File: src/rtl/hopfield_sequencer.sv
// hopfield_sequencer
//   Training/recall controller for hopfield_network. Stores up to NUM_PAT
//   4-bit patterns, presents them to the network with learning enabled for
//   EPOCHS passes, then opens a RECALL window. In that window it counts the
//   spikes of each neuron and reports a thresholded vector with a done pulse.
//
// Ports
//   clk, reset_n        rising-edge clock, synchronous active-low reset
//   pat_wr_en/addr/data write one pattern slot (IDLE only)
//   pat_clr             clear all slot valid bits (IDLE only, beats write)
//   start               one-cycle pulse, sampled in IDLE
//   abort               return to IDLE (priority below reset only)
//   cue_sel             cue slot, latched with start (HOPSEQ_CUE_EN only)
//   spikes_in           spike vector from the network
//   learning_enable     to the network
//   pattern_out         to the network's pattern_input
//   busy                high in every state except IDLE
//   done                one-cycle pulse when recalled is updated
//   recalled            last recall result
//
// Build option
//   HOPSEQ_CUE_EN: adds the cue_sel port and a CUE state between GAP and
//   RECALL that presents slot[cue_sel] for TRAIN_CYCLES cycles.

module hopfield_sequencer #(
    parameter int unsigned N            = 7,
    parameter int unsigned NUM_PAT      = 4,
    parameter int unsigned TRAIN_CYCLES = 64,
    parameter int unsigned EPOCHS       = 2,
    parameter int unsigned WINDOW       = 256,
    parameter int unsigned THRESH       = 4,
    parameter int unsigned CNT_W        = 8,
    localparam int unsigned AW          = (NUM_PAT > 1) ? $clog2(NUM_PAT) : 1
) (
    input  logic          clk,
    input  logic          reset_n,
    input  logic          pat_wr_en,
    input  logic [AW-1:0] pat_wr_addr,
    input  logic [3:0]    pat_wr_data,
    input  logic          pat_clr,
    input  logic          start,
    input  logic          abort,
`ifdef HOPSEQ_CUE_EN
    input  logic [AW-1:0] cue_sel,
`endif
    input  logic [N-1:0]  spikes_in,
    output logic          learning_enable,
    output logic [3:0]    pattern_out,
    output logic          busy,
    output logic          done,
    output logic [N-1:0]  recalled
);

    localparam int unsigned CYC_MAX = (TRAIN_CYCLES > WINDOW) ? TRAIN_CYCLES : WINDOW;
    localparam int unsigned CW      = $clog2(CYC_MAX + 1);
    localparam int unsigned EW      = $clog2(EPOCHS + 1);

    typedef enum logic [2:0] {
        IDLE,
        TRAIN,
        GAP,
`ifdef HOPSEQ_CUE_EN
        CUE,
`endif
        RECALL,
        REPORT
    } state_t;

    state_t             state;
    logic [3:0]         slot_data [NUM_PAT];
    logic [NUM_PAT-1:0] slot_valid;
    logic [AW-1:0]      slot_idx;
    logic [CW-1:0]      cyc;
    logic [EW-1:0]      epoch;
    logic               start_q;
    logic [CNT_W-1:0]   spike_cnt [N];
    logic [CNT_W-1:0]   cnt_inc [N];
    logic [N-1:0]       rec_vec;
    logic               has_valid;
    logic               has_next;
    logic [AW-1:0]      first_idx;
    logic [AW-1:0]      next_idx;
`ifdef HOPSEQ_CUE_EN
    logic [AW-1:0]      cue_q;
`endif

    assign busy = (state != IDLE);

    // Lowest valid slot, and lowest valid slot above the current one.
    // Scanning downwards lets the last hit (lowest index) win.
    always_comb begin
        has_valid = |slot_valid;
        first_idx = '0;
        has_next  = 1'b0;
        next_idx  = '0;
        for (int unsigned i = 0; i < NUM_PAT; i++) begin
            if (slot_valid[NUM_PAT-1-i]) begin
                first_idx = AW'(NUM_PAT - 1 - i);
                if (AW'(NUM_PAT - 1 - i) > slot_idx) begin
                    has_next = 1'b1;
                    next_idx = AW'(NUM_PAT - 1 - i);
                end
            end
        end
    end

    // Saturating spike counters and the thresholded result that includes
    // the final window cycle's spikes.
    always_comb begin
        for (int unsigned k = 0; k < N; k++) begin
            if (spikes_in[k] && (spike_cnt[k] != '1))
                cnt_inc[k] = spike_cnt[k] + 1'b1;
            else
                cnt_inc[k] = spike_cnt[k];
            rec_vec[k] = (32'(cnt_inc[k]) >= THRESH);
        end
    end

    // start is registered once in IDLE; the FSM acts on that copy, so the
    // first TRAIN cycle appears one edge after start is sampled.
    always_ff @(posedge clk) begin
        if (!reset_n) begin
            state           <= IDLE;
            slot_valid      <= '0;
            slot_idx        <= '0;
            cyc             <= '0;
            epoch           <= '0;
            start_q         <= 1'b0;
            learning_enable <= 1'b0;
            pattern_out     <= '0;
            done            <= 1'b0;
            recalled        <= '0;
            for (int unsigned k = 0; k < N; k++) spike_cnt[k] <= '0;
`ifdef HOPSEQ_CUE_EN
            cue_q           <= '0;
`endif
        end else if (abort) begin
            state           <= IDLE;
            start_q         <= 1'b0;
            learning_enable <= 1'b0;
            pattern_out     <= '0;
            done            <= 1'b0;
        end else begin
            done    <= 1'b0;
            start_q <= 1'b0;
            case (state)
                IDLE: begin
                    if (pat_clr) begin
                        slot_valid <= '0;
                    end else if (pat_wr_en && (32'(pat_wr_addr) < NUM_PAT)) begin
                        slot_data[pat_wr_addr]  <= pat_wr_data;
                        slot_valid[pat_wr_addr] <= 1'b1;
                    end
                    if (start_q && has_valid) begin
                        state           <= TRAIN;
                        slot_idx        <= first_idx;
                        cyc             <= '0;
                        epoch           <= '0;
                        learning_enable <= 1'b1;
                        pattern_out     <= slot_data[first_idx];
                    end else begin
                        start_q <= start && has_valid;
`ifdef HOPSEQ_CUE_EN
                        if (start) cue_q <= cue_sel;
`endif
                    end
                end
                TRAIN: begin
                    if (cyc == CW'(TRAIN_CYCLES - 1)) begin
                        cyc <= '0;
                        if (has_next) begin
                            slot_idx    <= next_idx;
                            pattern_out <= slot_data[next_idx];
                        end else if (epoch == EW'(EPOCHS - 1)) begin
                            state           <= GAP;
                            learning_enable <= 1'b0;
                            pattern_out     <= '0;
                        end else begin
                            epoch       <= epoch + 1'b1;
                            slot_idx    <= first_idx;
                            pattern_out <= slot_data[first_idx];
                        end
                    end else begin
                        cyc <= cyc + 1'b1;
                    end
                end
                GAP: begin
                    for (int unsigned k = 0; k < N; k++) spike_cnt[k] <= '0;
                    cyc <= '0;
`ifdef HOPSEQ_CUE_EN
                    state           <= CUE;
                    learning_enable <= 1'b1;
                    pattern_out     <= slot_data[cue_q];
`else
                    state <= RECALL;
`endif
                end
`ifdef HOPSEQ_CUE_EN
                CUE: begin
                    if (cyc == CW'(TRAIN_CYCLES - 1)) begin
                        state           <= RECALL;
                        cyc             <= '0;
                        learning_enable <= 1'b0;
                        pattern_out     <= '0;
                        for (int unsigned k = 0; k < N; k++) spike_cnt[k] <= '0;
                    end else begin
                        cyc <= cyc + 1'b1;
                    end
                end
`endif
                RECALL: begin
                    spike_cnt <= cnt_inc;
                    if (cyc == CW'(WINDOW - 1)) begin
                        state    <= REPORT;
                        recalled <= rec_vec;
                        done     <= 1'b1;
                    end else begin
                        cyc <= cyc + 1'b1;
                    end
                end
                REPORT: begin
                    state <= IDLE;
                end
                default: begin
                    state <= IDLE;
                end
            endcase
        end
    end

endmodule
File: config.mk
export PLATFORM = sky130hd
export DESIGN_NAME = hopfield_sequencer
export DESIGN_NICKNAME = d
export VERILOG_FILES = /design/src/rtl/hopfield_sequencer.sv
export SDC_FILE = /design/constraint.sdc
export NUM_CORES = 1
export LEC_CHECK = 0
export CORE_AREA = 2 2 131 133
export CTS_BUF_LIST = sky130_fd_sc_hd__clkbuf_8
export DETAILED_ROUTE_END_ITERATION = 7
export DIE_AREA = 0 0 133 135
export GPL_ROUTABILITY_DRIVEN = 0
export PLACE_DENSITY = 0.58
export SLEW_MARGIN = 10
export SYNTH_ARGS = -nofsm -noshare
export SYNTH_HDL_FRONTEND = slang
export SYNTH_SLANG_ARGS = --single-unit
File: constraint.sdc
create_clock -name clk -period 2.35 [get_ports clk]
set_input_delay 0.5875 -clock clk [delete_from_list [all_inputs] [get_ports clk]]
set_output_delay 0.5875 -clock clk [all_outputs]
set_load 0.01 [all_outputs]
==> qor.yml <==
status:
  status: "finished, final reports clean"
synth:
  ys_ff_latch: 106
  synth_cell_types: 67
  postSynthCellCount: 674
  synth_ff_type: "dfxtp_1"
  synth_top_area_share_pct: 31.7
  syn-num-nets: 703
  synth-edff-count: 16
  yosysTopAreaCell: "dfxtp_1"
  synth.area.top_cells: "dfxtp_1 (32%), edfxtp_1 (8.5%), nor2_1 (5.6%)"
  ys_seq_area_share_pct: 40.2
  async_flop_share_pct: 0
  avgSynthCellArea_sq_um: 8.43
  synth_area_sq_um: 5680
  yosys_warnings: 0
grt:
  track_usage_pct: 16.1
  gr-total-overflow: 0
  first_global_vias: 5014
  antenna_found_initial: 0
  grt_max_degree: 24
  grt_pass1_wl_um: 23700
run:
  maxCapViolations: 0
detailed_routing:
  avgRoutedWirePerCell_um: 14.7
  drtIter0Drc: 331
  wirelength_um: 14100
  via_per_inst: 5.50
  drc_errors: 0
  dr.pass1.iters: 6
  vias: 5274
  drtAntennaViolNets: 0
cells_and_area:
  area_growth_pct: 19.4
  n_fill_cell: 1604
  multi_input_area_sq_um: 3260
  nets: 763
  ff_latch_area_sq_um: 2290
  antennaDiodeCount: 0
  layout-drive-gt1-share_pct: 12.3
power:
  cellLeakagePower_nw: 2.37
  peakVddDrop_uv: 248
  power_mw: 3.14
  powerDensity_nw_per_um2: 463
critical_path:
  worstSetupEndpointType: "output pin"
  reg2reg_from: "cyc[3]"
  crit_start: "state[0]"
  critPathBufInv: 1
  cp-start-kind: "flip-flop"
  crit_type: "flip-flop to output pin"
  slowest_delay_ns: 0.50
  path_delay_family: "buffers and inverters"
  critPathArrivalTime_ns: 1.71
  required_ns: 1.76
  path_max_fanout: 8
  cp_cell_sequence: "or3_4 > clkdlybuf4s50_1"
  crit_slowest_cell: "clkdlybuf4s50_1"
placement:
  dp_hpwl_um: 10000
  numPortBuffers: 32
sta:
  fmax_mhz: 435
  relSlewSlack_pct: 53.7
  whs_ns: 0.425
  min_period_ns: 2.30
  tightest_slew_ns: 0.686
  drv_slew: 0
  finalCritPeriodShare_pct: 97.8
  hold_viol_final: 0
  rsz0062_at_grt: "no"
  finalSetupViolCount: 0
  fin_skew_ns: 0.0140
floorplan:
  start_util_pct: 34.6
  core_sq_um: 16400
  io_pins: 33
  die_area_sq_um: 18000
  row_count: 47
  die_w_um: 133
  die_y_um: 135
cts:
  clk_pin_slew_ns: 0.10
  cts_tree: "done"
  cts_sinks: 106
  clkLatencyLatePin_ns: 0.40
  max-clock-path-buffers: 2
  cts_root_buf: "clkbuf_8"
  ctsHoldBuffers: 0
  cts_buffers: 9
  cts_htree_levels: 3
hold_path:
  worstHoldStart: "start_q"
  min-delay-path-class: "flip-flop to flip-flop"
## through the flow
| step | util [%] | worst slack, ns | cell area [sq um] | instances | TNS [ns] |
|---|---|---|---|---|---|
| final | 41.4 | 0.0525 | 6790 | 959 | 0 |
| after CTS | 41.2 | 0.0395 | 6760 | 959 | 0 |
| after detailed placement | 40.0 | -0.167 | 6570 | 943 | -1.43 |
| after global placement | 40.0 | -0.162 | 6570 | 943 | -0.591 |
| after global routing | 41.4 | 0.00539 | 6790 | 959 | 0 |
| after floorplan | - | 0.158 | 5680 | 674 | 0 |
## cells in the mapped netlist, drive strengths merged, types with 9 or more instances
cell	number
dfxtp	90
nor2	84
nand2	66
a21oi	51
o21ai	40
a31oi	27
clkbuf	26
nor3	24
nand3	21
edfxtp	16
nand4	16
mux2i	15
and3	13
xor2	12
xnor2	11
ha	10
a311oi	9
and2	9
and4	9
## cell usage in the layout (no fill, tap or decap), types with 13 or more instances in the layout
cell type and instances:
buf_4 48, clkdlybuf4s50_1 32, a21oi_1 49, a31oi_1 27, nand3_1 20, nor2_1 84
edfxtp_1 16, o21ai_0 37, nand4_1 16, and3_1 13, nor3_1 24, mux2i_1 15
nand2_1 66, dfxtp_1 87
## area by class of cell
class	instances	share of cell area, %
Multi-Input combinational cell	525	48.1
Sequential cell	106	33.7
Inverter	9	0.498
Timing Repair Buffer	83	10.9
Tap cell	220	4.06
Clock buffer	9	1.83
Clock inverter	7	0.959
## sequential cells by signal (all words and copies together), names as in the netlist
signal,count
recalled,7
slot_data,16
cyc,9
start_q,1
state,3
epoch,2
spike_cnt,56
done,1
pattern_out,4
learning_enable,1
slot_idx,2
slot_valid,4
## worst paths after layout
kind	to	slack, ns	cells past startpoint
worst max-delay path	busy	0.05	2
worst min-delay path	start_q	0.42	1
worst max register to register	recalled[2]	0.18	9
worst min register to register	start_q	0.42	1
## what timing repair did
item,CTS,global route
gates resized for setup,1,6
endpoints found under the setup margin,1,3
buffers inserted,0,0
gates cloned,0,0
## routing by layer
metal / track usage, % / vias to the layer above / share of wire, %
li1: - / 2646 / -
met1: 19.4 / 2483 / 46
met2: 29.2 / 125 / 49
met3: 3.19 / 20 / 3.6
met4: 4.84 / 0 / 1.4
met5: 0 / - / 0
## kinds of logic (layout without fill, tap and decap cells)
family          Yosys count  count (layout)  share of synthesized area (%)
buf+inv                  43             108                           2.95
xor+xnor                 23              23                           3.55
simple gates            284             284                           25.1
fa+ha+maj                10              10                           2.20
mux                      20              20                           4.43
flops                   106             106                           40.2
compound gates          188             188                           21.6
## power breakdown
group          switching, mW  internal, mW
Combinational         0.0907        0.0763
Clock                  0.712         0.416
Sequential           0.00625          1.84
Total                  0.809          2.34
Note: power is estimated with default switching activity, not from simulation.
